<file path="config.mk">
export PLATFORM = sky130hd
export DESIGN_NAME = axis_tag_extractor
export DESIGN_NICKNAME = d
export VERILOG_FILES = /design/src/rtl/axis_tag_extractor_pkg.sv /design/src/rtl/axis_skid_buffer.sv /design/src/rtl/axis_tag_extractor.sv
export SDC_FILE = /design/constraint.sdc
export NUM_CORES = 1
export LEC_CHECK = 0
export CAP_MARGIN = 30
export CORE_MARGIN = 2
export CORE_UTILIZATION = 50
export DETAILED_ROUTE_END_ITERATION = 16
export PLACE_DENSITY = 0.8
export SLEW_MARGIN = 20
export SYNTH_ARGS = -nofsm -noshare
export SYNTH_HDL_FRONTEND = slang
export SYNTH_HIERARCHICAL = 1
export SYNTH_SLANG_ARGS = --single-unit
</file>
<file path="constraint.sdc">
create_clock -name aclk -period 2.45 [get_ports aclk]
set_clock_uncertainty 0.2 [all_clocks]
set_input_delay 0.49 -clock aclk [delete_from_list [all_inputs] [get_ports aclk]]
set_output_delay 0.49 -clock aclk [all_outputs]
set_load 0.03 [all_outputs]
</file>
<file path="src/rtl/axis_tag_extractor_pkg.sv">
// Shared definitions for the tag extractor and its skid stage: default tag
// bit position (shared with the upstream tagger) and skid-state encodings.
package axis_tag_extractor_pkg;

  localparam int TAG_BIT_DEFAULT = 208;

  localparam logic [1:0] SKID_EMPTY = 2'd0;
  localparam logic [1:0] SKID_ONE   = 2'd1;
  localparam logic [1:0] SKID_FULL  = 2'd2;

endpackage

</file>
<file path="src/rtl/axis_skid_buffer.sv">
// Two-entry registered AXI4-Stream skid stage: one-cycle latency, one beat
// per cycle sustained, slave ready registered.
//
// Handshake: a beat moves on either side only in a cycle where valid and
// ready are both high at the rising edge. valid never depends on ready,
// and a presented beat stays stable until it is taken.
//
// The FSM state is held in 'state' (SKID_EMPTY / SKID_ONE / SKID_FULL) so
// it can be observed directly.
module axis_skid_buffer
  import axis_tag_extractor_pkg::*;
#(
  parameter int AXIS_TDATA_WIDTH = 256
) (
  input  logic                        aclk,
  input  logic                        areset,
  output logic                        s_tready,
  input  logic [AXIS_TDATA_WIDTH-1:0] s_tdata,
  input  logic                        s_tvalid,
  input  logic                        m_tready,
  output logic [AXIS_TDATA_WIDTH-1:0] m_tdata,
  output logic                        m_tvalid
);

  logic [1:0]                  state;
  logic [1:0]                  state_next;
  logic [AXIS_TDATA_WIDTH-1:0] out_data;
  logic [AXIS_TDATA_WIDTH-1:0] skid_data;
  logic                        ready_q;
  logic                        accept;
  logic                        deliver;

  assign accept   = s_tvalid & ready_q;
  assign deliver  = (state != SKID_EMPTY) & m_tready;
  assign s_tready = ready_q;
  assign m_tvalid = (state != SKID_EMPTY);
  assign m_tdata  = out_data;

  // Next-state logic for the occupancy FSM.
  always_comb begin
    state_next = state;
    case (state)
      SKID_EMPTY: if (accept) state_next = SKID_ONE;
      SKID_ONE: begin
        if (accept && !deliver)      state_next = SKID_FULL;
        else if (!accept && deliver) state_next = SKID_EMPTY;
        else                         state_next = SKID_ONE;
      end
      SKID_FULL:  if (deliver) state_next = SKID_ONE;
      default:    state_next = SKID_EMPTY;
    endcase
  end

  // State, registered ready and the two data slots.
  always_ff @(posedge aclk) begin
    if (areset) begin
      state     <= SKID_EMPTY;
      ready_q   <= 1'b0;
      out_data  <= '0;
      skid_data <= '0;
    end else begin
      state   <= state_next;
      // Ready drops only while the skid slot holds a beat.
      ready_q <= (state_next != SKID_FULL);
      case (state)
        SKID_EMPTY: if (accept) out_data <= s_tdata;
        SKID_ONE: begin
          if (accept && deliver) out_data  <= s_tdata;
          else if (accept)       skid_data <= s_tdata;
        end
        SKID_FULL:  if (deliver) out_data <= skid_data;
        default: ;
      endcase
    end
  end

endmodule

</file>
<file path="src/rtl/axis_tag_extractor.sv">
// Tag extractor: watches the embedded flag at TAG_BIT on accepted beats,
// reports rising-edge tag events (pulse, sample index, running count) and
// forwards the stream through a two-entry skid stage.
//
// Build option: define AXIS_TAG_EXTRACTOR_STRIP_EN to clear the flag bit in
// the forwarded data; otherwise data passes bit-exact.
module axis_tag_extractor
  import axis_tag_extractor_pkg::*;
#(
  parameter int AXIS_TDATA_WIDTH = 256,
  parameter int TAG_BIT          = TAG_BIT_DEFAULT,
  parameter int CNTR_WIDTH       = 32
) (
  input  logic                        aclk,
  input  logic                        areset,
  output logic                        s_axis_tready,
  input  logic [AXIS_TDATA_WIDTH-1:0] s_axis_tdata,
  input  logic                        s_axis_tvalid,
  input  logic                        m_axis_tready,
  output logic [AXIS_TDATA_WIDTH-1:0] m_axis_tdata,
  output logic                        m_axis_tvalid,
  output logic                        tag_pulse,
  output logic [CNTR_WIDTH-1:0]       tag_position,
  output logic [CNTR_WIDTH-1:0]       tag_count
);

  logic                        flag;
  logic                        accept;
  logic                        tag_event;
  logic                        prev_flag;
  logic [CNTR_WIDTH-1:0]       sample_cnt;
  logic [AXIS_TDATA_WIDTH-1:0] fwd_data;

  assign flag      = s_axis_tdata[TAG_BIT];
  assign accept    = s_axis_tvalid & s_axis_tready;
  assign tag_event = accept & flag & ~prev_flag;

  // Forwarded data, optionally with the flag bit cleared.
  always_comb begin
    fwd_data = s_axis_tdata;
`ifdef AXIS_TAG_EXTRACTOR_STRIP_EN
    fwd_data[TAG_BIT] = 1'b0;
`endif
  end

  // Sample counter, flag history and event reporting.
  always_ff @(posedge aclk) begin
    if (areset) begin
      sample_cnt   <= '0;
      prev_flag    <= 1'b0;
      tag_pulse    <= 1'b0;
      tag_position <= '0;
      tag_count    <= '0;
    end else begin
      tag_pulse <= tag_event;
      if (accept) begin
        sample_cnt <= sample_cnt + CNTR_WIDTH'(1);
        prev_flag  <= flag;
      end
      if (tag_event) begin
        tag_position <= sample_cnt;
        tag_count    <= tag_count + CNTR_WIDTH'(1);
      end
    end
  end

  axis_skid_buffer #(
    .AXIS_TDATA_WIDTH(AXIS_TDATA_WIDTH)
  ) u_skid (
    .aclk    (aclk),
    .areset  (areset),
    .s_tready(s_axis_tready),
    .s_tdata (fwd_data),
    .s_tvalid(s_axis_tvalid),
    .m_tready(m_axis_tready),
    .m_tdata (m_axis_tdata),
    .m_tvalid(m_axis_tvalid)
  );

endmodule

</file>
==> out/results.tsv, run 1 <==
metric	value	unit
timing_max_transition_violations_final	0	
crit_path_cell_trace	clkdlybuf4s50_1	
asyncSetResetFlopFracSynth	0	%
average_wire_length_per_cell_after_detail_routing	19.1	µm
type_of_the_tightest_min_delay_check	primary input to register	
dieWidth	224	µm
fin_setup_tns	0	ps
maxSlewHeadroom	50.4	%
num_vias	22422	
netlist_area	24200	µm²
drt-met1-wl	29.0	mm
yosys_most_used_dff	dfxtp_1	
globalplace.congestion	0.895	
highest_layer	met5	
largest_net_degree_at_the_start_of_global_routing	112	
die_h	224	µm
cts_max_level	2	
post-cts-setup-buffer-count	0	
yosys.cell_count.top_type	dfxtp_1	
critical_path_required	1760	ps
synth_top_cells_by_count	613 x dfxtp_1, 606 x nand2_1, 328 x a21oi_1	
drive_above_1_share	7.13	%
area_delta_synth_final	37.8	%
io_buffer_count	582	
synth.ff_latch_count	613	
std_cell_rows	80	
max_freq	0.416	GHz
grt_overflow	0	
max_cap_viol_count	0	
first_global_vias	22179	
cts_made_buffers	61	
drcViolationCount	0	
unrepaired_setup_endpoints_after_global_routing	no	
post_synthesis_net_count	3044	
timing.critical_path.from_type	register	
outcome	completed	
grt_first_pass_wirelength	117	mm
synth_sequential_area_ratio	50.7	%
routed-wl-met2	37.3	mm
synth.avg_cell_area	8.71	µm²
drt_pass1_iterations	7	
die_area	50200	µm²
synthesis.instances	2782	
post-place-cells	3869	
finalSetupViolations	0	
ctsLongestPathBuffers	3	
drt_first_iter_violations	1688	
crit_family	buffers and inverters	
post_layout_nonfiller_instances	4000	
synth_warnings	6	
floorplan.core_area	47700	µm²
clock_sinks	613	
cts-root-buf	clkbuf_16	
clk_pin_slew_worst_paths	70	ps
timing.critical_path.slowest_cell_delay	730	ps
power-per-cell-area	701	nW/µm²
synthDominantAreaCellType	dfxtp_1	
worst_skew_pair.late_latency	620	ps
vdd_ir_drop_max	0.000658	V
final_antenna_net_count	0	
dr_wl_met3	5.94	mm
tightestPinTransition	744	ps
worst_endpoint_data_arrival_time	1720	ps
synth.distinct_cells	39	
worst_setup_path_end_kind	output port	
finalCritPeriodShare	98.2	%
combinationalPowerShare	13.5	%
dp_hpwl	53.3	mm
initial_utilization	50.7	%
p_leak	13.6	nW
combined_buffer_and_inverter_count_along_the_critical_path	1	
setup.worst_path.class	register to output port	
seq_power_share	45.2	%
crit_slowest_cell	clkdlybuf4s50_1	
power_frac_clock	41.3	%
io_pins	583	
hold_viol_final	0	
route.detailed.vias_per_inst	5.61	
p_int	17.5	mW
count_of_flip_flops_with_a_built_in_enable_after_synthesis	0	
netlist_top_cells_area	dfxtp_1 51%, mux2i_1 11%, nand2_1 9.4%	
synth_largest_type_area_fraction	50.7	%
net-switching-power	5.93	mW
swShare	25.3	%
finalWirelength	76.2	mm
final_net_count	3580	
worst-r2r-setup-slack	150	ps
min_period	2410	ps
critical_path_peak_fanout	2	
cts_tree	done	
track_usage	28.9	%
antenna_found_initial	19	
[cells by family (layout without fill, tap and decap cells)]
| family | after synthesis | count (layout) | synth area share [%] |
|---|---|---|---|
| adder cells (fa/ha/maj) | 2 | 2 | 0.103 |
| AO/OA/AOI/OAI | 626 | 626 | 16.0 |
| multiplexers | 262 | 262 | 10.9 |
| XOR/XNOR | 19 | 19 | 0.687 |
| flip-flops | 613 | 613 | 50.7 |
| buffers and inverters | 240 | 826 | 4.37 |
| AND/OR/NAND/NOR | 1020 | 1020 | 17.3 |
| other | 0 | 17 | 0 |
[layout make-up]
class	instances	area, µm²
diodes	17	42.5
inverters	5	18.8
multi-input cells	1929	10900
clock inverters	17	226
clock buffers	96	1870
well taps	615	769
flip-flops and latches	613	12300
repair buffers	708	7270
fillers	3513	14400
[what timing repair did]
| item | CTS | global route |
|---|---|---|
| endpoints found under the setup margin | 32 | 15 |
| resized for setup | 32 | 16 |
| hold endpoints to repair | 4 | 0 |
| hold buffers | 1 | 0 |
[state kept, by name (all words and copies together), names as in the netlist]
register,cells
u_skid/skid_data,256
tag_count,32
u_skid/m_tdata,256
tag_pulse,1
u_skid/s_tready,1
sample_cnt,32
tag_position,32
u_skid/state,2
prev_flag,1
[per-layer routing]
metal  vias up  track usage (%)
met5         -                0
met4         4             15.5
met3       216             7.27
met2       899             49.8
met1     10572             32.8
li1      10731                -
[power by group through the flow]
stage | Sequential [mW] | Clock [mW] | Combinational [mW]
2_1_floorplan | 11.4 | 0 | 0.937
3_3_place_gp | 10.8 | 0 | 3.07
3_5_place_dp | 10.8 | 0 | 3.14
4_1_cts | 10.6 | 9.81 | 3.16
5_1_grt | 10.6 | 10.2 | 3.34
6_report | 10.6 | 9.67 | 3.16
[final timing paths]
check | startpoint | to | depth (start not counted)
hold / removal | s_axis_tdata[117] | u_skid/skid_data[117]$_SDFFE_PP0P_ | 3
hold reg to reg | u_skid/skid_data[45]$_SDFFE_PP0P_ | u_skid/skid_data[45]$_SDFFE_PP0P_ | 2
setup / recovery | u_skid/m_tdata[101]$_SDFFE_PP0P_ | m_axis_tdata[101] | 1
setup reg to reg | sample_cnt[4]$_SDFFE_PP0N_ | sample_cnt[20]$_SDFFE_PP0N_ | 5
[placed cells by master (no fill, tap or decap), drive strengths merged, types with 3 or more instances in the layout]
cell type      Yosys  routed
or3               16      16
dlymetal6s2s       0      14
nor4              13      13
nor3               3       3
or4               23      23
xnor2             10      10
or4b               3       3
bufinv             0       5
mux2i            256     256
nor2             284     284
diode              0      17
o41ai              3       3
clkbuf           109      97
clkinv             0       8
mux2               6       6
xor2               9       9
and3               8       8
a211oi           256     256
nor2b              8       8
inv                5       7
dlygate4sd2        0      31
nand3             23      23
dfxtp            613     613
nand2            606     606
a21oi            328     328
and4               8       8
o31ai             19      19
clkdlybuf4s50      0     534
o21ai             14      14
buf              126     127
nand4             17      17
[metrics by stage]
step	power [mW]	worst slack (ps)	util (%)	instance area (µm²)	hold WS [ps]
final	23.4	44.5	69.9	33400	235
after global routing	24.1	1.18	69.9	33400	242
after CTS	23.5	1.23	69.8	33300	205
after detailed placement	13.9	-390	65.4	31200	244
after global placement	13.8	-337	65.4	31200	240
after floorplan	12.3	93.2	-	24200	236
[tightest hold or removal path, stage by stage]
cell,delay [ps]
clkdlybuf4s50_1,410
nand2_1,60
a21oi_1,50
(Power assumes the default switching activity.)
==> run 2, diff against run 1 <==
--- a/config.mk
+++ b/config.mk
@@ -9,7 +9,7 @@
 export CORE_MARGIN = 2
 export CORE_UTILIZATION = 50
 export DETAILED_ROUTE_END_ITERATION = 16
-export PLACE_DENSITY = 0.8
+export PLACE_DENSITY = 0.87
 export SLEW_MARGIN = 20
 export SYNTH_ARGS = -nofsm -noshare
 export SYNTH_HDL_FRONTEND = slang
==> out/results.tsv, run 2 (same netlist as run 1, synthesis figures left out) <==
metric	value	unit
route.detailed.vias_per_inst	5.61	
grt_overflow	0	
swShare	25.5	%
critical_path_peak_fanout	5	
hold_viol_final	0	
setup.worst_path.class	register to output port	
num_vias	22383	
clk_pin_slew_worst_paths	60	ps
critical_path_required	1760	ps
die_h	224	µm
power_frac_clock	41.1	%
track_usage	28.3	%
drt_first_iter_violations	1708	
tightestPinTransition	520	ps
crit_family	buffers and inverters	
crit_slowest_cell	clkdlybuf4s50_1	
unrepaired_setup_endpoints_after_global_routing	no	
cts_tree	done	
dp_hpwl	50.8	mm
initial_utilization	50.7	%
worst_endpoint_data_arrival_time	1740	ps
worstSetupPathDepth	1	
cts_max_level	2	
most_frequent_cells_in_the_layout	613 x dfxtp_1, 606 x nand2_1, 541 x clkdlybuf4s50_1	
crit_path_cell_trace	clkdlybuf4s50_1	
final_antenna_net_count	0	
std_cell_rows	80	
timing.rr.end	tag_count[28]$_SDFFE_PP0P_	
combined_buffer_and_inverter_count_along_the_critical_path	1	
outcome	completed	
final_common_cell	dfxtp_1	
grt_first_pass_wirelength	115	mm
average_wire_length_per_cell_after_detail_routing	18.6	µm
cts-root-buf	clkbuf_16	
io_pins	583	
final_net_count	3586	
crit_path_start	tag_count[24]$_SDFFE_PP0P_	
seq_power_share	45.3	%
area_delta_synth_final	38.2	%
floorplan.core_area	47700	µm²
dieWidth	224	µm
r2r-start	u_skid/s_tready$_SDFF_PP0_	
endpoint	tag_count[24]	
power-per-cell-area	697	nW/µm²
holdWs	243	ps
vdd_ir_drop_max	0.000595	V
finalSetupViolations	0	
worst-r2r-setup-slack	110	ps
maxSlewHeadroom	65.5	%
io_buffer_count	582	
die_area	50200	µm²
type_of_the_tightest_min_delay_check	primary input to register	
timing_max_transition_violations_final	0	
worst_skew_pair.late_latency	620	ps
globalplace.congestion	0.859	
timing.critical_path.slowest_cell_delay	740	ps
drcViolationCount	0	
net-switching-power	5.96	mW
post-cts-setup-buffer-count	0	
max_freq	0.411	GHz
ff2ff_path_depth	4	
clock_sinks	613	
p_leak	13.6	nW
p_int	17.4	mW
first_global_vias	21528	
timing.critical_path.from_type	register	
largest_net_degree_at_the_start_of_global_routing	101	
combinationalPowerShare	13.5	%
max_cap_viol_count	0	
ctsLongestPathBuffers	3	
antenna_found_initial	9	
drt_pass1_iterations	5	
fin_total_pwr	23.3	mW
drive_above_1_share	7.30	%
min_period	2430	ps
finalCritPeriodShare	99.3	%
finalWirelength	74.3	mm
worst_setup_path_end_kind	output port	
cts_made_buffers	60	
run 2: changes by cell type in the layout (fill, tap and decap cells not counted), sizes merged, moves of 5 or more:
cell	delta
buf	+6
clkbuf	-17
clkdlybuf4s50	+7
clkinv	+5
diode	-11
run 2: worst min-delay path by stage:
stage / cells past startpoint / slack (ps) / startpoint / to
5_1_grt: 3 / 240 / s_axis_tdata[239] / u_skid/skid_data[239]$_SDFFE_PP0P_
3_3_place_gp: 2 / 240 / u_skid/skid_data[36]$_SDFFE_PP0P_ / u_skid/skid_data[36]$_SDFFE_PP0P_
3_5_place_dp: 2 / 250 / u_skid/skid_data[189]$_SDFFE_PP0P_ / u_skid/skid_data[189]$_SDFFE_PP0P_
4_1_cts: 3 / 210 / s_axis_tdata[22] / u_skid/skid_data[22]$_SDFFE_PP0P_
2_1_floorplan: 2 / 240 / u_skid/skid_data[0]$_SDFFE_PP0P_ / u_skid/skid_data[0]$_SDFFE_PP0P_
6_report: 3 / 240 / s_axis_tdata[164] / u_skid/skid_data[164]$_SDFFE_PP0P_
run 2: power groups by stage:
stage	registers [mW]	clock network [mW]	logic, mW
finish	10.6	9.60	3.16
CTS	10.6	9.69	3.15
floorplan	11.4	0	0.937
detailed placement	10.8	0	3.12
global route	10.6	10.1	3.34
global placement	10.8	0	3.08
run 2: metal layers:
layer | part of all wire [%] | GRT usage, %
met2 | 48 | 47.6
met5 | 0.053 | 0
met1 | 39 | 33.4
met3 | 8.9 | 7.58
met4 | 4.7 | 13.9
run 2: timing repair:
item | CTS | global route
gates cloned | 0 | 0
hold buffers | 1 | 0
endpoints found under the hold margin | 2 | 0
setup endpoints to repair | 28 | 13
gates resized for setup | 28 | 13
pin swaps | 0 | 0
run 2: cell type report:
cell class | instances | area (µm²)
Fill cell | 3331 | 14300
Sequential cell | 613 | 12300
Multi-Input combinational cell | 1929 | 10900
Timing Repair Buffer | 715 | 7430
Clock buffer | 80 | 1680
Tap cell | 615 | 769
Clock inverter | 27 | 365
Inverter | 5 | 18.8
Antenna cell | 6 | 15.0
run 2: stage by stage:
step                      std cells  setup WS [ps]  TNS (ps)  util, %  instance area (µm²)
after floorplan                2782           93.2         0        -                24200
after global placement         3876           -372    -68770     65.8                31400
after detailed placement       3876           -401    -90850     65.8                31400
after CTS                      3984           2.56         0     70.0                33400
after global routing           3988           1.98         0     70.1                33500
final                          3990           18.3         0     70.1                33500
==> run 3, diff against run 2 <==
--- a/config.mk
+++ b/config.mk
@@ -9,6 +9,7 @@
 export CORE_MARGIN = 2
 export CORE_UTILIZATION = 50
 export DETAILED_ROUTE_END_ITERATION = 16
+export HOLD_SLACK_MARGIN = 0.03
 export PLACE_DENSITY = 0.87
 export SLEW_MARGIN = 20
 export SYNTH_ARGS = -nofsm -noshare
==> results of run 3 <==
Same layout as run 2: the final DEF is identical, and so are final timing and power.
